==> config.mk <==
export PLATFORM = sky130hd
export DESIGN_NAME = uart_tx_sched
export DESIGN_NICKNAME = d
export VERILOG_FILES = /design/src/rtl/uart_pkg.sv /design/src/rtl/rr_arbiter.sv /design/src/rtl/uart_tx_sched.sv
export SDC_FILE = /design/constraint.sdc
export NUM_CORES = 1
export LEC_CHECK = 0
export CORE_ASPECT_RATIO = 0.6
export CORE_MARGIN = 1.5
export CORE_UTILIZATION = 50
export CTS_BUF_LIST = sky130_fd_sc_hd__clkbuf_8 sky130_fd_sc_hd__clkbuf_16
export DETAILED_ROUTE_END_ITERATION = 10
export PLACE_DENSITY = 0.89
export SYNTH_ARGS = -nofsm -noshare
export SYNTH_HDL_FRONTEND = slang
export SYNTH_HIERARCHICAL = 1
export SYNTH_SLANG_ARGS = --single-unit
==> constraint.sdc <==
create_clock -name i_clk -period 2.9 [get_ports i_clk]
set_input_delay 0.58 -clock i_clk [delete_from_list [all_inputs] [get_ports i_clk]]
set_output_delay 0.58 -clock i_clk [all_outputs]
set_load 0.005 [all_outputs]
==> src/rtl/uart_pkg.sv <==
// rtl/uart_pkg.sv - shared types and constants for the UART transmit path
// Purpose: scheduler state encoding and defaults shared with the transmitter.
// Ports: none (package).
package uart_pkg;

  localparam int DATA_W_DEFAULT      = 8;
  localparam int CLK_PER_BIT_DEFAULT = 50;

  typedef enum logic [1:0] {
    ARB       = 2'd0,
    SEND      = 2'd1,
    WAIT_DONE = 2'd2
  } sched_state_t;

endpackage

==> src/rtl/rr_arbiter.sv <==
// rtl/rr_arbiter.sv - combinational round-robin pick relative to the last grant
// Purpose: choose the first asserted request searching upward from
//          i_last_grant+1 with wrap-around.
// Ports:
//   i_req_valid  [NUM_REQ]  request vector
//   i_last_grant [ID_W]     index granted most recently
//   o_valid                 at least one request is pending
//   o_id         [ID_W]     index of the chosen requester
module rr_arbiter #(
  parameter int NUM_REQ = 4,
  parameter int ID_W    = $clog2(NUM_REQ)
) (
  input  logic [NUM_REQ-1:0] i_req_valid,
  input  logic [ID_W-1:0]    i_last_grant,
  output logic               o_valid,
  output logic [ID_W-1:0]    o_id
);

  int              w_idx;
  logic [ID_W-1:0] w_sel;

  // Walk from the farthest candidate to the nearest one; the last hit written
  // is the closest to last_grant+1, which is the round-robin winner.
  always_comb begin
    o_valid = 1'b0;
    o_id    = '0;
    w_idx   = 0;
    w_sel   = '0;
    for (int k = NUM_REQ; k >= 1; k--) begin
      w_idx = (int'(i_last_grant) + k) % NUM_REQ;
      w_sel = ID_W'(w_idx);
      if (i_req_valid[w_sel]) begin
        o_valid = 1'b1;
        o_id    = w_sel;
      end
    end
  end

endmodule

==> src/rtl/uart_tx_sched.sv <==
// rtl/uart_tx_sched.sv - round-robin message scheduler in front of one UART transmitter
// Purpose: locks the transmitter to one requester per message, launches one
//          byte per frame, and revokes a grant whose owner stalls too long.
// Ports:
//   i_clk, i_rst                 clock, asynchronous active-low reset
//   i_req_valid/i_req_data/i_req_last  per-requester byte stream
//   o_req_ready                  one-hot accept strobe (combinational)
//   o_tx_data, o_tx_en           registered byte and start pulse to transmitter
//   i_tx_busy, i_tx_done         transmitter status
//   o_grant_valid, o_grant_id    current message owner
//   o_msg_done, o_timeout_err    one-cycle completion / stall-revoke pulses
module uart_tx_sched
  import uart_pkg::*;
#(
  parameter int NUM_REQ       = 4,
  parameter int DATA_W        = DATA_W_DEFAULT,
  parameter int STALL_TIMEOUT = 1023,
  parameter int ID_W          = $clog2(NUM_REQ)
) (
  input  logic                      i_clk,
  input  logic                      i_rst,
  input  logic [NUM_REQ-1:0]        i_req_valid,
  input  logic [NUM_REQ*DATA_W-1:0] i_req_data,
  input  logic [NUM_REQ-1:0]        i_req_last,
  output logic [NUM_REQ-1:0]        o_req_ready,
  output logic [DATA_W-1:0]         o_tx_data,
  output logic                      o_tx_en,
  input  logic                      i_tx_busy,
  input  logic                      i_tx_done,
  output logic                      o_grant_valid,
  output logic [ID_W-1:0]           o_grant_id,
  output logic                      o_msg_done,
  output logic                      o_timeout_err
);

  localparam int CNT_W = $clog2(STALL_TIMEOUT + 1);

  sched_state_t      r_state;
  logic [ID_W-1:0]   r_grant_id;
  logic [ID_W-1:0]   r_last_grant;
  logic              r_grant_valid;
  logic [CNT_W-1:0]  r_stall_cnt;
  logic              r_last;
  logic [DATA_W-1:0] r_tx_data;
  logic              r_tx_en;
  logic              r_msg_done;
  logic              r_timeout_err;

  logic              w_arb_valid;
  logic [ID_W-1:0]   w_arb_id;
  logic [DATA_W-1:0] w_data_arr [NUM_REQ];
  logic              w_sel_valid;
  logic              w_launch;

  rr_arbiter #(
    .NUM_REQ (NUM_REQ),
    .ID_W    (ID_W)
  ) u_arb (
    .i_req_valid  (i_req_valid),
    .i_last_grant (r_last_grant),
    .o_valid      (w_arb_valid),
    .o_id         (w_arb_id)
  );

  always_comb begin
    for (int i = 0; i < NUM_REQ; i++) begin
      w_data_arr[i] = i_req_data[i*DATA_W +: DATA_W];
    end
  end

  assign w_sel_valid = i_req_valid[r_grant_id];
  assign w_launch    = (r_state == SEND) && w_sel_valid && !i_tx_busy;

  always_comb begin
    o_req_ready = '0;
    if (w_launch) begin
      o_req_ready[r_grant_id] = 1'b1;
    end
  end

  always_ff @(posedge i_clk or negedge i_rst) begin
    if (!i_rst) begin
      r_state       <= ARB;
      r_grant_id    <= '0;
      r_last_grant  <= ID_W'(NUM_REQ - 1);
      r_grant_valid <= 1'b0;
      r_stall_cnt   <= '0;
      r_last        <= 1'b0;
      r_tx_data     <= '0;
      r_tx_en       <= 1'b0;
      r_msg_done    <= 1'b0;
      r_timeout_err <= 1'b0;
    end else begin
      r_tx_en       <= 1'b0;
      r_msg_done    <= 1'b0;
      r_timeout_err <= 1'b0;
      case (r_state)
        ARB: begin
          if (w_arb_valid) begin
            r_grant_id    <= w_arb_id;
            r_grant_valid <= 1'b1;
            r_stall_cnt   <= '0;
            r_state       <= SEND;
          end
        end
        SEND: begin
          if (w_launch) begin
            r_tx_data <= w_data_arr[r_grant_id];
            r_tx_en   <= 1'b1;
            r_last    <= i_req_last[r_grant_id];
            r_state   <= WAIT_DONE;
          end else if (!w_sel_valid && !i_tx_busy) begin
            // This increment brings the count to STALL_TIMEOUT: revoke.
            if (r_stall_cnt == CNT_W'(STALL_TIMEOUT - 1)) begin
              r_timeout_err <= 1'b1;
              r_grant_valid <= 1'b0;
              r_last_grant  <= r_grant_id;
              r_state       <= ARB;
            end else begin
              r_stall_cnt <= r_stall_cnt + CNT_W'(1);
            end
          end
        end
        WAIT_DONE: begin
          if (i_tx_done) begin
            if (r_last) begin
              r_msg_done    <= 1'b1;
              r_grant_valid <= 1'b0;
              r_last_grant  <= r_grant_id;
              r_state       <= ARB;
            end else begin
              r_stall_cnt <= '0;
              r_state     <= SEND;
            end
          end
        end
        default: r_state <= ARB;
      endcase
    end
  end

  assign o_tx_data     = r_tx_data;
  assign o_tx_en       = r_tx_en;
  assign o_grant_valid = r_grant_valid;
  assign o_grant_id    = r_grant_id;
  assign o_msg_done    = r_msg_done;
  assign o_timeout_err = r_timeout_err;

endmodule
==> flow_metrics.py, run 1 <==
metrics = {
    "status": {
        "status": "completed",
    },
    "finish": {
        "area_growth_pct": 40.92,
        "drive_above_1_share_pct": 22.63,
        "layout.nets": 292,
        "antenna_cells": 0,
        "final_cell_mix": "clkdlybuf4s50_1 (57), dfrtp_1 (27), buf_4 (11), inv_1 (10), nand2_1 (10)",
        "fill_cells": 268,
        "final_common_cell": "clkdlybuf4s50_1",
        "stdcell_count": 290,
    },
    "critical_path": {
        "cp_cell_sequence": "clkdlybuf4s50_1 > mux2i_2 > o22ai_4 > nand2_2 > inv_1 > and3_1 > clkdlybuf4s50_1",
        "worstReg2RegStart": "r_state[0]$_DFFE_PN0P_",
        "arrival_ns": 2.21,
        "path_common_cell": "clkdlybuf4s50_1",
        "cp_slowest_cell": "clkdlybuf4s50_1",
        "reg2reg_slack_ns": 0.90,
        "max_stage_delay_ns": 0.45,
        "crit_path_end_kind": "output port",
        "regToRegEndpoint": "r_stall_cnt[4]$_DFFE_PN0P_",
        "r2r_cells": 7,
        "worstSetupEndpoint": "o_req_ready[3]",
        "critPathKind": "in -> out",
        "critPathLaunch": "i_req_valid[3]",
        "critPathLaunchType": "input port",
        "cp.required_ns": 2.32,
        "critPathMaxFanout": 5,
    },
    "global_routing": {
        "antenna_found_initial": 0,
        "overflow": 0,
        "grt_max_degree": 30,
        "grt_first_pass_wirelength_um": 8211,
        "first_global_vias": 1738,
        "track_usage_pct": 24.96,
    },
    "floorplanning": {
        "fp.dieArea_um2": 4297,
        "rows": 17,
        "die_y_um": 51.38,
        "start_util_pct": 52.70,
        "core_area_um2": 3701,
        "io_pins": 62,
        "die_w_um": 83.64,
    },
    "clocking": {
        "cts_made_buffers": 5,
        "postCtsHoldBufs": 0,
        "clk_path_buf_depth": 2,
        "clkLatencyLatePin_ns": 0.29,
        "tritoncts": "yes",
        "cts_setup_buffers": 0,
        "clockRootBuffer": "clkbuf_8",
        "clk_pin_slew_ns": 0.06,
        "clock-sinks": 29,
        "ctsHtreeMaxLevel": 2,
    },
    "synthesis": {
        "synth_cells": 171,
        "yosys_warnings": 6,
        "yosysSeqAreaShare_pct": 37.33,
        "async_flop_share_pct": 100.0,
        "synth.distinct_cells": 51,
        "synth-edff-count": 0,
        "netlist_area_um2": 1951,
        "syn_avg_cell_area_um2": 11.41,
        "ys.flop_type": "dfrtp_1",
        "synth_fp_nets": 221,
        "synth-seq-cells": 29,
    },
    "timing": {
        "skew_ns": 0.008601,
        "slew_viol_final": 0,
        "setup_violations": 0,
        "fmax_mhz": 358.7,
        "rsz0062_at_grt": "no",
        "fin_crit_sh_pct": 96.13,
        "slew_headroom_pct": 70.54,
        "layout_min_cycle_time_ns": 2.788,
        "tightest_slew_ns": 0.4411,
        "hold_violations": 0,
    },
    "power_and_ir_drop": {
        "clkPwrFrac_pct": 15.1,
        "p_seq_share_pct": 29.7,
        "p_comb_share_pct": 55.3,
        "internal_power_uw": 1429,
        "sw_frac_of_total_pct": 35.75,
        "p_leak_uw": 0.001245,
        "powerDensity_nw_per_um2": 809.2,
        "report.power.total_uw": 2225,
        "switchingPower_uw": 795.4,
        "ir_drop_mv": 0.5068,
    },
    "routing": {
        "antenna_left": 0,
        "routedWlPerCell_um": 16.84,
        "vias": 1680,
        "dr.pass1.iters": 4,
        "routed_wirelength_um": 4885,
        "remaining_drc_errors": 0,
        "vias_per_cell": 5.793,
        "drtIter0Drc": 98,
    },
    "place": {
        "gp_routability_congestion": 0.8945,
        "numPortBuffers": 61,
        "dpl.cell_count": 282,
        "dp_hpwl_um": 3694,
    },
    "flow_run": {
        "cap_violations": 0,
    },
    "hold_path": {
        "holdCritPathClass": "reg -> reg",
    },
}
## Yosys cell counts (all sizes together) (4+ instances only)
library cell  count  area share [%]
nand2            11             2.2
nor3              5             1.3
dfrtp            27              35
mux2i             8             4.9
a21oi             7             2.6
mux4              9              11
inv               8             1.5
buf               5             2.2
o21ai             4             1.2
and3              5             1.6
mux2             14             9.2
nand2b            7             2.2
nand4             4             1.3
nor2              9             1.7
a31oi             6             1.9
ha                6             3.8
## how the worst min path moves through the flow
stage                                           from                          to  slack [ns]  cells after the start
final                     r_stall_cnt[4]$_DFFE_PN0P_  r_stall_cnt[4]$_DFFE_PN0P_        0.48                      1
after global routing      r_stall_cnt[4]$_DFFE_PN0P_  r_stall_cnt[4]$_DFFE_PN0P_        0.48                      1
after CTS                 r_stall_cnt[4]$_DFFE_PN0P_  r_stall_cnt[4]$_DFFE_PN0P_        0.47                      1
after detailed placement  r_stall_cnt[4]$_DFFE_PN0P_  r_stall_cnt[4]$_DFFE_PN0P_        0.46                      1
after global placement    r_stall_cnt[4]$_DFFE_PN0P_  r_stall_cnt[4]$_DFFE_PN0P_        0.45                      1
after floorplan                                i_rst   o_grant_id[0]$_DFFE_PN0P_        0.28                      0
## metal layers
layer	GRT usage, %	part of all wire (%)
met5	0	0
met4	8.470	1.8
met3	6.947	9.3
met2	41.80	44
met1	31.75	45
## metrics by stage
step | setup TNS [ns] | util [%] | hold WS (ns) | cell area, um^2 | worst slack, ns
after floorplan | 0 | - | 0.2844 | 1951 | 0.8138
after global placement | -0.06246 | 71.57 | 0.4500 | 2649 | -0.02927
after detailed placement | -0.2785 | 71.57 | 0.4576 | 2649 | -0.1311
after CTS | 0 | 74.14 | 0.4682 | 2744 | 0.04902
after global routing | 0 | 74.27 | 0.4753 | 2749 | 0.008869
final | 0 | 74.27 | 0.4766 | 2749 | 0.1122
## power by group through the flow
| stage | Clock [uW] | Combinational [uW] | Sequential, uW |
|---|---|---|---|
| 6_report | 335 | 1230 | 660 |
| 5_1_grt | 360 | 1340 | 679 |
| 4_1_cts | 340 | 1240 | 658 |
| 3_5_place_dp | 0 | 1220 | 663 |
| 3_3_place_gp | 0 | 1180 | 652 |
| 2_1_floorplan | 0 | 807 | 641 |
## flip-flops by register name, indices dropped and copies added (netlist names)
signal,flops
r_state,2
o_grant_id,2
o_tx_data,8
r_stall_cnt,10
r_last,1
o_msg_done,1
o_grant_valid,1
o_tx_en,1
o_timeout_err,1
r_last_grant,2
## layout make-up
type	instances	area, um^2	area share (%)
timing repair buffer	72	695.7	25.31
inverter	8	30.03	1.092
tap	47	58.81	2.139
clock buffer	6	82.58	3.004
multi-input combinational	126	1146	41.69
clock inverter	2	7.507	0.2731
sequential	29	728.2	26.49
## critical path, delay by kind of cell
family,cells,cell delay (ns)
simple gates,2,0.31
compound gates,1,0.11
mux,1,0.25
buf+inv,3,0.95
## timing repair
action	in CTS	in global routing
setup endpoints to repair	4	1
gates resized for setup	3	2
pin swaps	1	1
## kinds of logic (layout without fill, tap and decap cells)
family                   after synthesis  count (layout)  share of synthesized area (%)
buffers and inverters                 16              88                          4.297
flip-flops                            29              29                          37.33
AND/OR/NAND/NOR                       55              55                          15.07
adder cells (fa/ha/maj)                6               6                          3.849
AO/OA/AOI/OAI                         34              34                          14.69
multiplexers                          31              31                          24.76
No activity file was read; power rests on OpenSTA's default activity.
==> inputs of run 2 (changes only) <==
- GPL_TIMING_DRIVEN: default -> 0
==> flow_metrics.py, run 2 (same netlist as run 1, synthesis figures left out) <==
metrics = {
    "clocking": {
        "clock-sinks": 29,
        "ctsHtreeMaxLevel": 2,
        "clk_path_buf_depth": 2,
        "clk_pin_slew_ns": 0.06,
        "clkLatencyLatePin_ns": 0.28,
        "tritoncts": "yes",
        "clockRootBuffer": "clkbuf_8",
        "cts_made_buffers": 5,
    },
    "critical_path": {
        "reg2reg_slack_ns": 0.91,
        "critPathLaunchType": "input port",
        "max_stage_delay_ns": 0.32,
        "cp_top_family": "buffers and inverters",
        "cp_num_buf_inv": 4,
        "critPathKind": "in -> out",
        "critPathMaxFanout": 10,
        "critPathLaunch": "i_tx_busy",
        "arrival_ns": 1.96,
        "worstReg2RegStart": "r_state[0]$_DFFE_PN0P_",
        "crit_path_end_kind": "output port",
        "cp_slowest_cell": "or2_2",
        "cp_cell_sequence": "dlygate4sd2_1 > or2_2 > o22ai_4 > nand2_2 > buf_6 > inv_1 > and3_1 > dlymetal6s2s_1",
        "cp.required_ns": 2.32,
    },
    "finish": {
        "drive_above_1_share_pct": 21.07,
        "final_common_cell": "clkdlybuf4s50_1",
        "stdcell_count": 289,
        "area_growth_pct": 40.47,
        "layout.nets": 291,
        "fill_cells": 244,
        "final_cell_mix": "clkdlybuf4s50_1 (51), dfrtp_1 (27), inv_1 (10), nand2_1 (10), nor2_1 (9)",
        "antenna_cells": 0,
        "top_register": "r_stall_cnt",
        "postLayoutCellArea_um2": 2740,
        "largest_reg_flops": 10,
    },
    "floorplanning": {
        "die_y_um": 51.38,
        "io_pins": 62,
        "die_w_um": 83.64,
        "core_area_um2": 3701,
        "start_util_pct": 52.70,
        "rows": 17,
        "fp.dieArea_um2": 4297,
    },
    "place": {
        "dpl-instance-area_um2": 2620,
        "numPortBuffers": 61,
        "gp_routability_congestion": 0.8606,
        "dpl.cell_count": 279,
        "dp_hpwl_um": 3468,
    },
    "timing": {
        "skew_ns": 0.005572,
        "tightest_slew_ns": 0.6503,
        "fmax_mhz": 393.0,
        "hold_violations": 0,
        "layout_min_cycle_time_ns": 2.545,
        "fin_crit_sh_pct": 87.75,
        "slew_viol_final": 0,
        "slew_headroom_pct": 56.65,
        "setup_violations": 0,
        "fin_tns_setup_ns": 0,
        "rsz0062_at_grt": "no",
    },
    "global_routing": {
        "grt_use_met1_pct": 32.44,
        "grt_max_degree": 30,
        "first_global_vias": 1630,
        "busiest_layer": "met2",
        "met3_usage_pct": 8.239,
        "antenna_found_initial": 0,
        "grt_util_met2_pct": 36.56,
        "grt_first_pass_wirelength_um": 7914,
        "overflow": 0,
        "track_usage_pct": 24.12,
    },
    "power_and_ir_drop": {
        "ir_drop_mv": 0.5298,
        "powerDensity_nw_per_um2": 815.1,
        "p_leak_uw": 0.001285,
    },
    "flow_run": {
        "cap_violations": 0,
    },
    "routing": {
        "remaining_drc_errors": 0,
        "dr.pass1.iters": 4,
        "routed_wirelength_um": 4635,
        "vias_per_cell": 5.768,
        "antenna_left": 0,
        "vias": 1667,
        "drtIter0Drc": 147,
        "routedWlPerCell_um": 16.04,
    },
    "status": {
        "status": "completed",
    },
    "hold_path": {
        "holdCritPathClass": "in -> async",
    },
}
==> run 2: cell types whose count changed in the layout (fill, tap and decap cells not counted), moves of 2 or more <==
cell / previous run / this run
clkdlybuf4s50_1: 57 / 51
buf_2: 0 / 2
dlygate4sd2_1: 2 / 5
buf_6: 0 / 3
buf_4: 11 / 2
dlymetal6s2s_1: 2 / 4
clkbuf_1: 0 / 3
==> run 2: metal layers <==
metal,vias to the layer above,routed length (um),part of all wire (%)
li1,781,-,-
met1,804,2136,46
met2,76,2052,44
met3,6,409,8.8
met4,0,38,0.82
met5,-,0,0
==> run 2: path summary, 6_finish.rpt <==
path | to | cells after the start
min in group i_clk | r_stall_cnt[4]$_DFFE_PN0P_ | 1
min | r_stall_cnt[1]$_DFFE_PN0P_ | 1
max in group asynchronous | r_last$_DFFE_PN0P_ | 1
min reg2reg | r_stall_cnt[4]$_DFFE_PN0P_ | 1
max | o_req_ready[3] | 8
max reg2reg | r_stall_cnt[4]$_DFFE_PN0P_ | 7
==> run 2: area by class of cell <==
class	count	area (um^2)	share of cell area, %
multi-input cells	126	1155	42.15
repair buffers	63	624.3	22.79
well taps	47	58.81	2.146
plain buffers	8	53.80	1.963
clock buffers	6	82.58	3.014
clock inverters	2	7.507	0.2740
flip-flops and latches	29	728.2	26.58
inverters	8	30.03	1.096
==> run 2: metrics by stage <==
stage | hold slack (ns) | util (%) | power, uW | worst slack, ns
2_1_floorplan | 0.2844 | - | 1448 | 0.8138
3_3_place_gp | 0.4528 | 70.79 | 1831 | -0.2296
3_5_place_dp | 0.4709 | 70.79 | 1873 | -0.2505
4_1_cts | 0.4807 | 73.70 | 2230 | 0.01028
5_1_grt | 0.3772 | 74.04 | 2382 | 0.2633
6_report | 0.3214 | 74.04 | 2234 | 0.3553
==> run 2: power by group <==
part / switching, uW / internal, uW
combinational: 546 / 708
sequential: 97.3 / 549
clock: 147 / 186
total: 790 / 1440
==> run 2: repair_timing <==
action | in CTS | in global routing
gates resized for setup | 6 | 5
pin swaps | 2 | 0
hold buffers | 0 | 0
setup buffers | 2 | 0
setup endpoints to repair | 4 | 4
